## config.mk

```make
export PLATFORM = sky130hd
export DESIGN_NAME = traffic_safety_guard
export DESIGN_NICKNAME = d
export VERILOG_FILES = /design/src/rtl/traffic_safety_guard_pkg.sv /design/src/rtl/traffic_guard_checker.sv /design/src/rtl/traffic_safety_guard.sv
export SDC_FILE = /design/constraint.sdc
export NUM_CORES = 1
export LEC_CHECK = 0
export CAP_MARGIN = 20
export CORE_ASPECT_RATIO = 1.2
export CORE_MARGIN = 3
export CORE_UTILIZATION = 32
export DETAILED_ROUTE_END_ITERATION = 12
export GPL_ROUTABILITY_DRIVEN = 0
export PLACE_DENSITY = 0.64
export SLEW_MARGIN = 20
export SYNTH_ARGS = -nofsm -noshare
export SYNTH_HDL_FRONTEND = slang
export SYNTH_SLANG_ARGS = --single-unit
```

## constraint.sdc

```tcl
create_clock -name clk -period 1.8 [get_ports clk]
set_input_delay 0.54 -clock clk [delete_from_list [all_inputs] [get_ports clk]]
set_output_delay 0.54 -clock clk [all_outputs]
set_load 0.03 [all_outputs]
```

## src/rtl/traffic_safety_guard_pkg.sv

```systemverilog
// Shared codes, state enumeration and fault-cause constants for the traffic safety guard.
// Build option TRAFFIC_GUARD_SEQ_CHECK_EN (see traffic_guard_checker) changes no item here.
package traffic_safety_guard_pkg;

    localparam logic [3:0] CAR_RED    = 4'b1000;
    localparam logic [3:0] CAR_YELLOW = 4'b0100;
    localparam logic [3:0] CAR_LEFT   = 4'b0010;
    localparam logic [3:0] CAR_GREEN  = 4'b0001;
    localparam logic [3:0] CAR_NONE   = 4'b0000;

    localparam logic [1:0] WALK_RED   = 2'b10;
    localparam logic [1:0] WALK_GREEN = 2'b01;
    localparam logic [1:0] WALK_NONE  = 2'b00;

    typedef enum logic [1:0] {
        ST_IDLE  = 2'd0,
        ST_RUN   = 2'd1,
        ST_FAULT = 2'd2
    } state_e;

    localparam logic [2:0] FC_NONE     = 3'd0;
    localparam logic [2:0] FC_ILLEGAL  = 3'd1;
    localparam logic [2:0] FC_CONFLICT = 3'd2;
    localparam logic [2:0] FC_SEQUENCE = 3'd3;
    localparam logic [2:0] FC_TIMEOUT  = 3'd4;

endpackage

```

## src/rtl/traffic_guard_checker.sv

```systemverilog
// Combinational encoding, conflict and phase-order checks on one car/walker sample.
// The phase-order check exists only when TRAFFIC_GUARD_SEQ_CHECK_EN is defined.
module traffic_guard_checker
    import traffic_safety_guard_pkg::*;
(
    input  logic [3:0] i_car,
    input  logic [1:0] i_walker,
`ifdef TRAFFIC_GUARD_SEQ_CHECK_EN
    input  logic [3:0] i_prev_car,
    input  logic [3:0] i_last_ny,
`endif
    output logic       o_fault_valid,
    output logic [2:0] o_fault_code
);

    logic w_car_legal;
    logic w_illegal;
    logic w_conflict;
    logic w_seq_bad;

    assign w_car_legal = i_car inside {CAR_RED, CAR_YELLOW, CAR_LEFT, CAR_GREEN, CAR_NONE};
    assign w_illegal   = !w_car_legal || (i_walker == 2'b11) ||
                         ((i_car == CAR_NONE) && (i_walker != WALK_NONE));
    assign w_conflict  = (i_walker == WALK_GREEN) && (i_car != CAR_RED);

`ifdef TRAFFIC_GUARD_SEQ_CHECK_EN
    logic w_seq_ok;

    // YELLOW is ambiguous on its own; the last non-yellow phase says which way it leads.
    always_comb begin
        // NOTE: every combinational output gets a default first so no path infers a latch.
        w_seq_ok = 1'b0;
        if ((i_car == i_prev_car) || (i_car == CAR_NONE)) begin
            w_seq_ok = 1'b1;
        end else begin
            case (i_prev_car)
                CAR_NONE:   w_seq_ok = (i_car == CAR_GREEN);
                CAR_GREEN:  w_seq_ok = (i_car == CAR_YELLOW);
                CAR_YELLOW: w_seq_ok = ((i_car == CAR_LEFT) && (i_last_ny == CAR_GREEN)) ||
                                       ((i_car == CAR_RED)  && (i_last_ny == CAR_LEFT));
                CAR_LEFT:   w_seq_ok = (i_car == CAR_YELLOW);
                CAR_RED:    w_seq_ok = (i_car == CAR_GREEN);
                default:    w_seq_ok = 1'b0;
            endcase
        end
    end

    assign w_seq_bad = !w_seq_ok;
`else
    assign w_seq_bad = 1'b0;
`endif

    always_comb begin
        o_fault_valid = 1'b1;
        o_fault_code  = FC_NONE;
        if (w_illegal) begin
            o_fault_code = FC_ILLEGAL;
        end else if (w_conflict) begin
            o_fault_code = FC_CONFLICT;
        end else if (w_seq_bad) begin
            o_fault_code = FC_SEQUENCE;
        end else begin
            o_fault_valid = 1'b0;
        end
    end

endmodule

```

## src/rtl/traffic_safety_guard.sv

```systemverilog
// Safety stage between the intersection sequencer and lamp drivers: registered pass-through,
// latched fault with flashing-red fail-safe. Build macro: TRAFFIC_GUARD_SEQ_CHECK_EN.
module traffic_safety_guard
    import traffic_safety_guard_pkg::*;
#(
    parameter int MAX_HOLD     = 40,
    parameter int BLINK_CYCLES = 2
) (
    input  logic       clk,
    input  logic       reset_n,
    input  logic [3:0] i_car_traffic,
    input  logic [1:0] i_walker_traffic,
    input  logic       i_fault_clr,
    output logic [3:0] o_car_lamp,
    output logic [1:0] o_walker_lamp,
    output logic       o_fault,
    output logic [2:0] o_fault_code
);

    localparam int HOLD_W  = $clog2(MAX_HOLD + 2);
    localparam int BLINK_W = $clog2(BLINK_CYCLES + 1);
    localparam logic [HOLD_W-1:0]  HOLD_SAT  = HOLD_W'(MAX_HOLD + 1);
    localparam logic [HOLD_W-1:0]  HOLD_LIM  = HOLD_W'(MAX_HOLD);
    localparam logic [BLINK_W-1:0] BLINK_END = BLINK_W'(BLINK_CYCLES - 1);

    state_e              r_state;
    state_e              w_state_next;
    logic [3:0]          r_prev_car;
    logic [HOLD_W-1:0]   r_hold_cnt;
    logic [HOLD_W-1:0]   w_hold_next;
    logic [BLINK_W-1:0]  r_blink_cnt;
    logic [3:0]          r_car_lamp;
    logic [1:0]          r_walker_lamp;
    logic                r_fault;
    logic [2:0]          r_fault_code;
    logic                w_chk_valid;
    logic [2:0]          w_chk_code;
    logic                w_timeout;
    logic                w_fault_any;
    logic [2:0]          w_fault_code;
    logic                w_clear;
`ifdef TRAFFIC_GUARD_SEQ_CHECK_EN
    logic [3:0]          r_last_ny;
`endif

    traffic_guard_checker u_checker (
        .i_car         (i_car_traffic),
        .i_walker      (i_walker_traffic),
`ifdef TRAFFIC_GUARD_SEQ_CHECK_EN
        .i_prev_car    (r_prev_car),
        .i_last_ny     (r_last_ny),
`endif
        .o_fault_valid (w_chk_valid),
        .o_fault_code  (w_chk_code)
    );

    // The timeout compares the value the hold counter is about to take.
    always_comb begin
        w_hold_next = '0;
        if ((i_car_traffic == r_prev_car) && (i_car_traffic != CAR_NONE)) begin
            w_hold_next = (r_hold_cnt == HOLD_SAT) ? r_hold_cnt : r_hold_cnt + 1'b1;
        end
    end

    assign w_timeout    = (w_hold_next == HOLD_LIM);
    assign w_fault_any  = w_chk_valid || w_timeout;
    assign w_fault_code = w_chk_valid ? w_chk_code : FC_TIMEOUT;
    assign w_clear      = i_fault_clr && (i_car_traffic == CAR_NONE) &&
                          (i_walker_traffic == WALK_NONE);

    always_comb begin
        w_state_next = r_state;
        case (r_state)
            ST_IDLE: begin
                if (w_fault_any)                        w_state_next = ST_FAULT;
                else if (i_car_traffic != CAR_NONE)     w_state_next = ST_RUN;
            end
            ST_RUN: begin
                if (w_fault_any)                        w_state_next = ST_FAULT;
                else if ((i_car_traffic == CAR_NONE) &&
                         (i_walker_traffic == WALK_NONE)) w_state_next = ST_IDLE;
            end
            ST_FAULT: begin
                if (w_clear)                            w_state_next = ST_IDLE;
            end
            default:                                    w_state_next = ST_IDLE;
        endcase
    end

    // NOTE: all state uses non-blocking assignment, and the async reset clears every register.
    always_ff @(posedge clk or negedge reset_n) begin
        if (!reset_n) begin
            r_state       <= ST_IDLE;
            r_prev_car    <= CAR_NONE;
            r_hold_cnt    <= '0;
            r_blink_cnt   <= '0;
            r_car_lamp    <= CAR_NONE;
            r_walker_lamp <= WALK_NONE;
            r_fault       <= 1'b0;
            r_fault_code  <= FC_NONE;
        end else begin
            r_state    <= w_state_next;
            r_prev_car <= i_car_traffic;
            r_hold_cnt <= w_hold_next;
            if (w_state_next == ST_FAULT) begin
                r_walker_lamp <= WALK_NONE;
                r_fault       <= 1'b1;
                if (r_state != ST_FAULT) begin
                    // Faulting sample is replaced by the first red of the flash.
                    r_car_lamp   <= CAR_RED;
                    r_fault_code <= w_fault_code;
                    r_blink_cnt  <= '0;
                end else if (r_blink_cnt == BLINK_END) begin
                    r_car_lamp  <= (r_car_lamp == CAR_RED) ? CAR_NONE : CAR_RED;
                    r_blink_cnt <= '0;
                end else begin
                    r_blink_cnt <= r_blink_cnt + 1'b1;
                end
            end else begin
                r_car_lamp    <= i_car_traffic;
                r_walker_lamp <= i_walker_traffic;
                r_fault       <= 1'b0;
                r_fault_code  <= FC_NONE;
                r_blink_cnt   <= '0;
            end
        end
    end

`ifdef TRAFFIC_GUARD_SEQ_CHECK_EN
    always_ff @(posedge clk or negedge reset_n) begin
        if (!reset_n) begin
            r_last_ny <= CAR_NONE;
        end else if (i_car_traffic != CAR_YELLOW) begin
            r_last_ny <= i_car_traffic;
        end
    end
`endif

    assign o_car_lamp    = r_car_lamp;
    assign o_walker_lamp = r_walker_lamp;
    assign o_fault       = r_fault;
    assign o_fault_code  = r_fault_code;

endmodule
```

Word-level counts from Yosys, hierarchy flattened:

Cells that the tools add are included.

* add/subtract/negate cells: 2
* equality and inequality tests: 18
* multiplexer cells: 24
* reduce and logical (&&, ||, !) cells: 16

Operators with widths (number)
* two-way mux 2 bit: 11
* two-way mux 4 bit: 4
* == test 6 bit (second input constant): 2
* two-way mux 6 bit: 2
* two-way mux 3 bit: 3
* == test 4 bit (second input constant): 2
* adder 6 x 1 -> 6 bit (second input constant): 1
* == test 2 x 1 -> 1 bit (second input constant): 3
* == test 2 bit (second input constant): 3
* logical AND 1 bit: 6
* case mux 2 bit (3 select lines): 1
* nonzero test 5 bit: 1
* == test 4 x 1 -> 1 bit (second input constant): 1
* == test 4 x 2 -> 1 bit (second input constant): 1
* == test 4 x 3 -> 1 bit (second input constant): 1
* == test 4 bit: 1
* zero test 2 bit: 2
* zero test 4 bit: 1
* != test 4 bit (second input constant): 1
* nonzero test 4 bit: 1
* logical OR 1 bit: 3
* two-way mux 1 bit: 3
* != test 3 x 1 -> 1 bit (second input constant): 1
* adder 2 x 1 -> 2 bit (second input constant): 1
* other kinds (4): 4

* register bits: 24
* input bits: 9
* output and inout bits: 10
* word-level logic and storage cells: 68

Longest topological paths before layout:

Gate-level depths: netlist (run 1).

* word-level depth: 11
* gate-level depth with buffers: 8
* mapped depth without buffers: 7

Hierarchy:

A second synthesis (run 1) with hierarchy kept.

* cells, all modules: 133
* area, all modules: 1335.0 µm²

By module, submodules not included
* traffic_safety_guard: instances 1, cells each 110, area an instance 1174.9 µm², seq. area each 600.6 µm²
* traffic_guard_checker: instances 1, cells each 23, area an instance 160.2 µm², seq. area each 0.0 µm²

Least setup slack after synthesis (run 1):

Ideal clock, no wire load.

* path kind: input port to flip-flop
* start point: input port i_car_traffic[2]
* end point: register r_fault, in the netlist o_fault
* setup time: 0.131 ns
* arrival time: 1.918 ns
* data required time: 1.669 ns
* setup slack: -0.249 ns
* cell stages on the path: 7
* path buffers: 2
* cells stage by stage: buf_6 -> nor4_4 -> nor3_2 -> and3_4 -> and4_1 -> buf_6 -> or3_1

* elaborated cells on any way between the ends: 31
* classes of those cells: eq/ne: 8; mux: 10; reduce/logical: 13

RTL lines
* start, declared: RTL line traffic_safety_guard.sv:11 `input logic [3:0] i_car_traffic,`
* == test 4 bit / nonzero test 4 bit (equally long branches): RTL line traffic_safety_guard.sv:60 `if ((i_car_traffic == r_prev_car) && (i_car_traffic != CAR_NONE)) begin`
* logical AND 1 bit (*): RTL line traffic_safety_guard.sv:60
* two-way mux 6 bit (*): RTL line traffic_safety_guard.sv:60
* via w_hold_next[3]: RTL line traffic_safety_guard.sv:30 `logic [HOLD_W-1:0] w_hold_next;`
* == test 6 bit (*): RTL line traffic_safety_guard.sv:65 `assign w_timeout = (w_hold_next == HOLD_LIM);`
* logical OR 1 bit (*): RTL line traffic_safety_guard.sv:66 `assign w_fault_any = w_chk_valid || w_timeout;`
* two-way mux 2 bit (on tied branches): RTL line traffic_safety_guard.sv:79, traffic_safety_guard.sv:75
* case mux 2 bit (3 select lines) (*): RTL line traffic_safety_guard.sv:73 `case (r_state)`
* == test 2 bit (*): RTL line traffic_safety_guard.sv:105 `if (w_state_next == ST_FAULT) begin`
* two-way mux 1 bit (*): RTL line traffic_safety_guard.sv:105
* end signal, assigned: RTL line traffic_safety_guard.sv:99 `r_fault <= 1'b0;`
* end signal, assigned: RTL line traffic_safety_guard.sv:107 `r_fault <= 1'b1;`
* end signal, assigned: RTL line traffic_safety_guard.sv:122 `r_fault <= 1'b0;`
* end, declared: RTL line traffic_safety_guard.sv:34 `logic r_fault;`

Mark *: on every way through the listed nets, which the timed path passes. The rest lies on a longest branch.
A chain may end at the register's enable or synchronous reset.

Worst setup path in the final report (run 1):

* start point: register r_hold_cnt[1]
* end point: register r_state[1]

* cells in the longest elaborated chain, start to end: 7
* elaborated cells on any way between the ends: 9
* classes of those cells: add/sub: 1; eq/ne: 2; mux: 5; reduce/logical: 1

RTL lines
* start, declared: RTL line traffic_safety_guard.sv:29 `logic [HOLD_W-1:0] r_hold_cnt;`
* start signal, assigned: RTL line traffic_safety_guard.sv:104 `r_hold_cnt <= w_hold_next;`
* adder 6 x 1 -> 6 bit / == test 6 bit (equally long branches): RTL line traffic_safety_guard.sv:61 `w_hold_next = (r_hold_cnt == HOLD_SAT) ? r_hold_cnt : r_hold_cnt + 1'b1;`
* two-way mux 6 bit (*): RTL line traffic_safety_guard.sv:61
* two-way mux 6 bit (*): RTL line traffic_safety_guard.sv:60
* == test 6 bit (*): RTL line traffic_safety_guard.sv:65
* logical OR 1 bit (*): RTL line traffic_safety_guard.sv:66
* two-way mux 2 bit (on tied branches): RTL line traffic_safety_guard.sv:79, traffic_safety_guard.sv:75
* case mux 2 bit (3 select lines) (*): RTL line traffic_safety_guard.sv:73
* via w_state_next[1]: RTL line traffic_safety_guard.sv:27 `state_e w_state_next;`
* end signal, assigned: RTL line traffic_safety_guard.sv:102 `r_state <= w_state_next;`
* end, declared: RTL line traffic_safety_guard.sv:26 `state_e r_state;`

Marked as above.

==> flow_metrics.env, run 1 <==
export IMPL_status="finished, violations left"
export IMPL_violations="negative setup slack"
export IMPL_slew_headroom=0.6944
export IMPL_fp_dieH_um=74.33
export IMPL_hold_violations=0
export IMPL_cpPeakStageDelay_ns=0.39
export IMPL_multiInputGateArea_um2=656.9
export IMPL_root_buffer="clkbuf_8"
export IMPL_synthArstFlopShare=1.000
export IMPL_crit_fanout=5
export IMPL_cts_inserted_buffers=3
export IMPL_grt_usage=0.1393
export IMPL_drc_errors=0
export IMPL_hp_class="register to register"
export IMPL_final_cells=216
export IMPL_final_cell_area_um2=1788
export IMPL_drt_iter0_markers=30
export IMPL_wl_per_cell_um=14.25
export IMPL_syn2layout_area_growth_pct=43.62
export IMPL_die_w_um=62.94
export IMPL_grt_pass1_wl_mm=5.126
export IMPL_synth_cells=119
export IMPL_leakagePower_nw=0.8088
export IMPL_worstPathRequired_ns=1.94
export IMPL_cts_hold_buf=0
export IMPL_finalCriticalPeriod_ns=1.856
export IMPL_synth_fp_nets=130
export IMPL_clock_latency_ns=0.26
export IMPL_clk_pin_slew_worst_paths_ns=0.08
export IMPL_slowest_stage="dfrtp_1"
export IMPL_setup_viol=5
export IMPL_ir_drop_v=0.0006804
export IMPL_ff2ff_setup_slack_ns=-0.06
export IMPL_h_tree_depth=1
export IMPL_dieArea_um2=4678
export IMPL_final_period_utilization=1.031
export IMPL_nets=176
export IMPL_grt_overflow_total=0
export IMPL_core_area_um2=3694
export IMPL_synth_seq_cells=24
export IMPL_setup_slack_ns=-0.05604
export IMPL_drv_slew=0
export IMPL_cts_tree="done"
export IMPL_initial_utilization=0.3371
export IMPL_io_pins=19
export IMPL_power_density_nw_per_um2=1120
export IMPL_worstSetupStartpointType="register"
export IMPL_dp_hpwl_mm=2.237
export IMPL_clock_fmax_ghz=0.5388
export IMPL_yosysWarnings=0
export IMPL_rsz0062_at_grt="yes"
export IMPL_postRouteAntennaNets=0
export IMPL_dr_total_vias=1070
export IMPL_wl_mm=3.077
export IMPL_syn_area_um2=1245
export IMPL_syn_area_per_cell_um2=10.46
export IMPL_critPathCapture="r_state[1]"
export IMPL_crit_path_end_kind="register"
export IMPL_yosysSeqAreaShare=0.4824
export IMPL_r2r_end="r_state[1]"
export IMPL_grt_pass1_vias=1099
export IMPL_seq_area_um2=600.6
export IMPL_vias_per_cell=4.954
export IMPL_critical_path_class="register to register"
export IMPL_antenna_found_initial=0
export IMPL_place_area_um2=1605
export IMPL_path_cells="inv_1, ha_1, nand4b_1, buf_4, o211ai_1, o22ai_2, and4_4, or3_1"
export IMPL_fillerInstances=353
export IMPL_ff2ff_path_depth=8
export IMPL_ys_types=39
export IMPL_grt_max_degree=25
export IMPL_synth_main_ff_cell="dfrtp_1"
export IMPL_drtPass1Iterations=4
export IMPL_place_inst=204
export IMPL_io_buffers=18
export IMPL_drive_gt1_frac=0.3232
export IMPL_num_antenna_cells=0
export IMPL_worst_slew_pin_slew_ns=0.4584
export IMPL_placementRows=24
export IMPL_skew_ns=0.002527
export IMPL_drv_cap=0
export IMPL_timing_rr_start="r_hold_cnt[1]"
export IMPL_synth_edf_count=0
export IMPL_cts_sinks=24
export IMPL_cts_buffer_depth=2
export IMPL_startpoint="r_hold_cnt[1]"
export IMPL_crit_arrival_ns=1.99
## worst max-delay path: cells and delay by family, from the launching register on
| kind | cells | cell delay [ns] |
|---|---|---|
| buf+inv | 2 | 0.23 |
| flops | 1 | 0.39 |
| simple gates | 3 | 0.65 |
| compound gates | 2 | 0.33 |
| fa+ha+maj | 1 | 0.14 |
## what timing repair did
item / CTS / global route
pin swaps: 7 / 6
setup buffers: 5 / 3
gates resized for setup: 35 / 3
endpoints found under the setup margin: 25 / 11
## worst min-delay path by stage
stage,startpoint,endpoint,cells past startpoint
2_1_floorplan,reset_n,o_car_lamp[0],0
3_3_place_gp,r_blink_cnt[0],r_blink_cnt[0],1
3_5_place_dp,r_blink_cnt[0],r_blink_cnt[0],1
4_1_cts,r_blink_cnt[0],r_blink_cnt[0],1
5_1_grt,r_blink_cnt[0],r_blink_cnt[0],1
6_report,r_blink_cnt[0],r_blink_cnt[0],1
## cells in the final DEF, fill, tap and decap left out, types with 3 or more instances in the layout
| cell type | count |
|---|---|
| a21oi_1 | 3 |
| and3_1 | 3 |
| buf_4 | 28 |
| clkbuf_8 | 3 |
| clkdlybuf4s15_2 | 3 |
| clkdlybuf4s50_1 | 3 |
| dfrtp_1 | 24 |
| dlygate4sd2_1 | 11 |
| nand2_1 | 7 |
| nand3_1 | 4 |
| nor2_1 | 8 |
| nor3_1 | 4 |
| nor3_2 | 3 |
| nor4b_1 | 3 |
| o21ai_0 | 4 |
| or3_1 | 3 |
| xnor2_1 | 4 |
| xor2_1 | 7 |
## synthesized netlist by cell type (all sizes together), types with 4 or more instances
cell | number | area (µm²)
and3 | 4 | 30.03
xor2 | 7 | 61.31
nand3 | 4 | 20.02
o21ai | 4 | 20.02
or3 | 4 | 25.02
nor3 | 7 | 40.04
xnor2 | 4 | 35.03
nor2 | 10 | 37.54
nand2 | 7 | 26.28
nor4b | 4 | 35.03
buf | 5 | 43.79
dfrtp | 24 | 600.6
a21oi | 4 | 20.02
## layout make-up
cell class                 instances  area share
timing repair buffer              47      0.2162
tap                               52     0.03639
clock inverter                     1     0.01680
inverter                           2    0.004199
multi-input combinational         87      0.3674
sequential                        24      0.3359
clock buffer                       3     0.02309
## per-layer routing
layer	track usage	routed length [µm]	up-vias
met5	0	0	-
li1	-	-	521
met2	0.2626	1631	22
met3	0.02568	95	2
met1	0.1624	1339	525
met4	0.03922	12	0
## per-stage QoR
stage | worst slack, ns | TNS (ns) | util | hold slack (ns) | power (mW)
CTS | -0.06147 | -0.1096 | 0.4746 | 0.4267 | 1.983
global route | -0.09738 | -0.5459 | 0.4841 | 0.4526 | 2.123
detailed placement | -0.7080 | -8.886 | 0.4346 | 0.4183 | 1.487
floorplan | -0.1568 | -0.4094 | - | 0.2444 | 1.164
global placement | -0.6761 | -8.154 | 0.4346 | 0.4167 | 1.477
finish | -0.05604 | -0.1675 | 0.4841 | 0.4281 | 2.003
## kinds of logic after synthesis
kind of cell             count (synthesis)  share of synthesized area
AND/OR/NAND/NOR                         49                     0.2352
AO/OA/AOI/OAI                           23                     0.1236
multiplexers                             1                   0.009045
XOR/XNOR                                11                    0.07739
flip-flops                              24                     0.4824
buffers and inverters                    8                    0.04422
adder cells (fa/ha/maj)                  3                    0.02814
## registers in the layout, indices dropped and copies added, names as in the netlist
name,count
o_car_lamp,4
o_fault,1
o_fault_code,3
o_walker_lamp,2
r_blink_cnt,2
r_hold_cnt,6
r_prev_car,4
r_state,2
## report_power, final
part	internal, mW	switching, mW	total [mW]
clock network	0.297	0.166	0.463
logic	0.350	0.481	0.831
registers	0.648	0.0611	0.709
Power figures use the tool's default switching activity.
==> inputs of run 2 (changes only) <==
--- a/config.mk
+++ b/config.mk
@@ -12,6 +12,7 @@
 export DETAILED_ROUTE_END_ITERATION = 12
 export GPL_ROUTABILITY_DRIVEN = 0
 export PLACE_DENSITY = 0.64
+export SETUP_SLACK_MARGIN = 0.2
 export SLEW_MARGIN = 20
 export SYNTH_ARGS = -nofsm -noshare
 export SYNTH_HDL_FRONTEND = slang
==> run 2 against run 1 <==
- the flow still finishes with violations (negative setup slack)
- non-clock buffer count decreased by 1
- combinational power shrank 0.6%
- sequential power grew 1%
- largest cell class unchanged
- highest routed layer unchanged
==> flow_metrics.env, run 2 (synthesis gave the netlist of run 1 again) <==
export IMPL_hold_violations=0
export IMPL_num_antenna_cells=0
export IMPL_fp_dieH_um=74.33
export IMPL_crit_buf_inv=2
export IMPL_drv_slew=0
export IMPL_dieArea_um2=4678
export IMPL_initial_utilization=0.3371
export IMPL_drive_gt1_frac=0.3742
export IMPL_wl_per_cell_um=13.35
export IMPL_crit_fanout=7
export IMPL_root_buffer="clkbuf_8"
export IMPL_power_density_nw_per_um2=1144
export IMPL_worst_slew_pin_slew_ns=0.4663
export IMPL_drt_iter0_markers=39
export IMPL_core_area_um2=3694
export IMPL_top_layer_used="met4"
export IMPL_ir_drop_v=0.0007616
export IMPL_worstSetupStartpointType="register"
export IMPL_wl_mm=2.871
export IMPL_cpPeakStageDelay_ns=0.38
export IMPL_cpLargestDelayFamily="simple AND/OR/NAND/NOR gates"
export IMPL_grt_pass1_wl_mm=5.119
export IMPL_hold_ws_ns=0.4020
export IMPL_regMostFlops="r_hold_cnt"
export IMPL_worstPathRequired_ns=1.95
export IMPL_grt_pass1_vias=1146
export IMPL_timing_rr_start="r_hold_cnt[1]"
export IMPL_path_cells="buf_4, buf_4, ha_2, a31oi_1, o22ai_2, and4_4, or3_1"
export IMPL_io_buffers=18
export IMPL_drt_met1_wl_mm=1.262
export IMPL_hp_class="primary input to register"
export IMPL_placementRows=24
export IMPL_io_pins=19
export IMPL_antenna_found_initial=0
export IMPL_cts_buffer_depth=2
export IMPL_drc_errors=0
export IMPL_drv_cap=0
export IMPL_slowest_stage="dfrtp_1"
export IMPL_final_cell_mix="buf_4, dfrtp_1, xor2_1, nor2_1, nand2_1"
export IMPL_clk_pin_slew_worst_paths_ns=0.09
export IMPL_vias_per_cell=4.935
export IMPL_cts_tree="done"
export IMPL_grt_usage=0.1368
export IMPL_drtPass1Iterations=4
export IMPL_setup_slack_ns=-0.03526
export IMPL_cts_inserted_buffers=3
export IMPL_skew_ns=0.007196
export IMPL_clock_fmax_ghz=0.5449
export IMPL_crit_path_frequent_cell="buf_4"
export IMPL_finish_utilization=0.4766
export IMPL_die_w_um=62.94
export IMPL_power_total_mw=2.014
export IMPL_finalCriticalPeriod_ns=1.835
export IMPL_critical_path_class="register to register"
export IMPL_cts_sinks=24
export IMPL_violations="negative setup slack"
export IMPL_cts_hold_buf=0
export IMPL_crit_arrival_ns=1.99
export IMPL_crit_path_end_kind="register"
export IMPL_final_period_utilization=1.020
export IMPL_status="finished, violations left"
export IMPL_dp_hpwl_mm=2.113
export IMPL_startpoint="r_hold_cnt[1]"
export IMPL_syn2layout_area_growth_pct=41.41
export IMPL_clock_latency_ns=0.27
export IMPL_slew_headroom=0.6892
export IMPL_rsz0062_at_grt="yes"
export IMPL_layout_commonest_cell="buf_4"
export IMPL_largest_reg_flops=6
export IMPL_fillerInstances=348
export IMPL_pre_cts_slack_ns=-0.6272
export IMPL_dr_total_vias=1061
export IMPL_hp_start="i_car_traffic[2]"
export IMPL_setup_viol=2
export IMPL_nets=175
export IMPL_h_tree_depth=1
export IMPL_leakagePower_nw=0.7866
export IMPL_grt_overflow_total=0
export IMPL_grt_max_degree=25
export IMPL_wl_met3_um=99
export IMPL_postRouteAntennaNets=0
export IMPL_met2_length_mm=1.460
==> run 2: cell type report <==
class,count,area (µm²),share of cell area
Clock inverter,1,30.03,0.01706
Timing Repair Buffer,46,344.1,0.1955
Inverter,2,7.507,0.004264
Sequential cell,24,600.6,0.3412
Multi-Input combinational cell,87,671.9,0.3817
Tap cell,52,65.06,0.03696
Clock buffer,3,41.29,0.02345
==> run 2: per-layer routing <==
| metal | track usage | vias up |
|---|---|---|
| met2 | 0.2485 | 30 |
| met1 | 0.1646 | 510 |
| met4 | 0.04657 | 0 |
| met3 | 0.02417 | 7 |
| met5 | 0 | - |
| li1 | - | 514 |
==> run 2: worst paths after layout <==
kind	endpoint	slack, ns	depth (start not counted)
max	o_fault	-0.04	7
max reg2reg	o_fault	-0.04	7
min in group asynchronous	o_car_lamp[2]	0.63	2
min reg2reg	r_blink_cnt[0]	0.46	1
max in group asynchronous	r_hold_cnt[3]	0.93	2
min	r_prev_car[2]	0.40	1
==> run 2: worst register-to-register path, delay by kind of cell, from the launching register on <==
kind | cells | cell delay (ns)
buffers and inverters | 2 | 0.26
and+or+nand+nor | 2 | 0.51
AOI/OAI and AO/OA | 2 | 0.37
DFF | 1 | 0.38
adders and majority gates | 1 | 0.20
==> run 2: what timing repair did <==
item / 4_1_cts / 5_1_grt
endpoints found under the setup margin: 30 / 19
resized for setup: 45 / 21
buffers inserted: 4 / 3
pin swaps: 9 / 5
==> run 2: through the flow <==
stage               setup TNS [ns]  instance area, µm²  std cells
floorplan                  -0.4075                1259        119
global placement            -8.431                1605        204
detailed placement          -8.766                1605        204
CTS                       -0.06996                1742        212
global route               -0.5642                1760        215
finish                    -0.05893                1760        215
==> run 2: power breakdown <==
group	total, mW	internal (mW)	switching [mW]
registers	0.717	0.648	0.0696
clock network	0.471	0.297	0.174
logic	0.826	0.360	0.466
==> inputs of run 3 (changes only) <==
--- a/config.mk
+++ b/config.mk
@@ -11,6 +11,7 @@
 export CORE_UTILIZATION = 32
 export DETAILED_ROUTE_END_ITERATION = 12
 export GPL_ROUTABILITY_DRIVEN = 0
+export GPL_TIMING_DRIVEN = 0
 export PLACE_DENSITY = 0.64
 export SETUP_SLACK_MARGIN = 0.2
 export SLEW_MARGIN = 20
==> run 3 against run 2 <==
- the flow still finishes with violations (negative setup slack)
- register-to-register slack worse by 0.07 ns
- total power down 8.9%
- cell count stayed put
- flip-flop and latch count unchanged
- critical endpoint unchanged
- first-iteration DRC count decreased by 44%
- utilization increased by 1.3 points
- sequential share of layout area decreased by 0.83 points
- worst hold slack lost 0.17 ns
- largest power group unchanged
- non-clock buffer count grew 1
==> flow_metrics.env, run 3 (synthesis gave the netlist of run 1 again) <==
export IMPL_status="finished, violations left"
export IMPL_violations="negative setup slack"
export IMPL_clock_fmax_ghz=0.5261
export IMPL_h_tree_depth=1
export IMPL_grt_pass1_wl_mm=4.726
export IMPL_crit_arrival_ns=2.05
export IMPL_crit_buf_inv=2
export IMPL_clk_pin_slew_worst_paths_ns=0.09
export IMPL_worstSetupStartpointType="register"
export IMPL_root_buffer="clkbuf_8"
export IMPL_path_cells="inv_1, ha_2, nand4b_1, o211ai_1, o22ai_2, and4_1, buf_6, or3_1"
export IMPL_pwr_share_comb=0.423
export IMPL_crit_path_end_kind="register"
export IMPL_wl_per_cell_um=13.97
export IMPL_cts_hold_buf=0
export IMPL_fp_dieH_um=74.33
export IMPL_place_area_um2=1504
export IMPL_slowest_stage="dfrtp_1"
export IMPL_placementRows=24
export IMPL_core_area_um2=3694
export IMPL_final_cells=215
export IMPL_drtPass1Iterations=4
export IMPL_cts_tree="done"
export IMPL_drive_gt1_frac=0.4049
export IMPL_grt_pass1_vias=1058
export IMPL_io_pins=19
export IMPL_cts_inserted_buffers=3
export IMPL_p_clk_frac=0.178
export IMPL_leakagePower_nw=0.7930
export IMPL_postRouteAntennaNets=0
export IMPL_p_seq_frac=0.400
export IMPL_p_sw_uw=706.5
export IMPL_clock_latency_ns=0.28
export IMPL_power_density_nw_per_um2=1015
export IMPL_p_sw_frac=0.3851
export IMPL_largest_reg_flops=6
export IMPL_hold_ws_ns=0.2345
export IMPL_grt_usage=0.1301
export IMPL_worst_slew_pin_slew_ns=0.5402
export IMPL_final_cell_mix="dfrtp_1, buf_4, buf_6"
export IMPL_dieArea_um2=4678
export IMPL_layout_commonest_cell="dfrtp_1"
export IMPL_dr_total_vias=1064
export IMPL_hold_violations=0
export IMPL_critical_path_class="register to register"
export IMPL_cpPeakStageDelay_ns=0.42
export IMPL_place_inst=189
export IMPL_cts_buffer_depth=2
export IMPL_die_w_um=62.94
export IMPL_finalCriticalPeriod_ns=1.901
export IMPL_drv_cap=0
export IMPL_p_int_mw=1.128
export IMPL_io_buffers=18
export IMPL_cts_sinks=24
export IMPL_num_antenna_cells=0
export IMPL_syn2layout_area_growth_pct=45.23
export IMPL_antenna_found_initial=0
export IMPL_drc_errors=0
export IMPL_slew_headroom=0.6399
export IMPL_worstPathRequired_ns=1.95
export IMPL_crit_fanout=7
export IMPL_nets=176
export IMPL_drt_iter0_markers=22
export IMPL_drv_slew=0
export IMPL_hp_class="primary input to async pin"
export IMPL_ir_drop_v=0.0005232
export IMPL_final_period_utilization=1.056
export IMPL_vias_per_cell=4.949
export IMPL_grt_overflow_total=0
export IMPL_setup_viol=10
export IMPL_initial_utilization=0.3371
export IMPL_grt_max_degree=25
export IMPL_dp_hpwl_mm=1.815
export IMPL_skew_ns=0.008647
export IMPL_cpLargestDelayFamily="simple AND/OR/NAND/NOR gates"
export IMPL_setup_slack_ns=-0.1007
export IMPL_wl_mm=3.004
export IMPL_rsz0062_at_grt="yes"
export IMPL_regMostFlops="r_hold_cnt"
export IMPL_final_cell_area_um2=1808
run 3: cell types whose count changed in the layout (fill, tap and decap cells not counted), sizes merged:
cell,delta
clkbuf,+2
bufinv,-1
clkdlybuf4s15,-1
run 3: layout make-up:
| class | count | area [µm²] |
|---|---|---|
| sequential | 24 | 601.8 |
| tap | 52 | 65.06 |
| multi-input combinational | 87 | 690.7 |
| clock buffer | 3 | 41.29 |
| buffer | 6 | 70.07 |
| inverter | 2 | 7.507 |
| timing repair buffer | 41 | 331.6 |
| fill | 341 | 1886 |
run 3: path summary, 6_finish.rpt:
path | endpoint | slack [ns] | cells past startpoint | from
min | r_prev_car[0] | 0.23 | 1 | reset_n
max | o_fault | -0.10 | 8 | r_hold_cnt[1]
min in group clk | r_prev_car[2] | 0.36 | 1 | i_car_traffic[2]
max reg2reg | o_fault | -0.10 | 8 | r_hold_cnt[1]
min reg2reg | o_fault_code[0] | 0.49 | 2 | o_fault_code[0]
max in group asynchronous | r_hold_cnt[0] | 1.18 | 1 | reset_n
run 3: power by group through the flow:
stage / Sequential (mW) / Combinational (mW) / Clock (mW)
after detailed placement: 0.737 / 0.690 / 0
after global placement: 0.735 / 0.683 / 0
after floorplan: 0.876 / 0.287 / 0
after CTS: 0.726 / 0.720 / 0.330
final: 0.733 / 0.776 / 0.326
after global routing: 0.756 / 0.835 / 0.350
run 3: timing repair:
item                                    in CTS  in global routing
buffers inserted                            20                  3
gates resized for setup                     45                 33
endpoints found under the setup margin      30                 24
pin swaps                                   12                  9
run 3: routing by layer:
metal / track usage / routed length [µm]
met2: 0.2321 / 1605
met4: 0.06618 / 61
met5: 0 / 0
met3: 0.02870 / 141
met1: 0.1479 / 1196
run 3: stage by stage:
stage          power [mW]    util  setup slack (ns)  setup TNS [ns]
2_1_floorplan       1.163       -           -0.1563         -0.4075
3_3_place_gp        1.418  0.4072           -0.7759          -10.88
3_5_place_dp        1.427  0.4072           -0.7960          -12.77
4_1_cts             1.776  0.4661          -0.09013         -0.3701
5_1_grt             1.940  0.4895           -0.2411          -2.330
6_report            1.834  0.4895           -0.1007         -0.6226
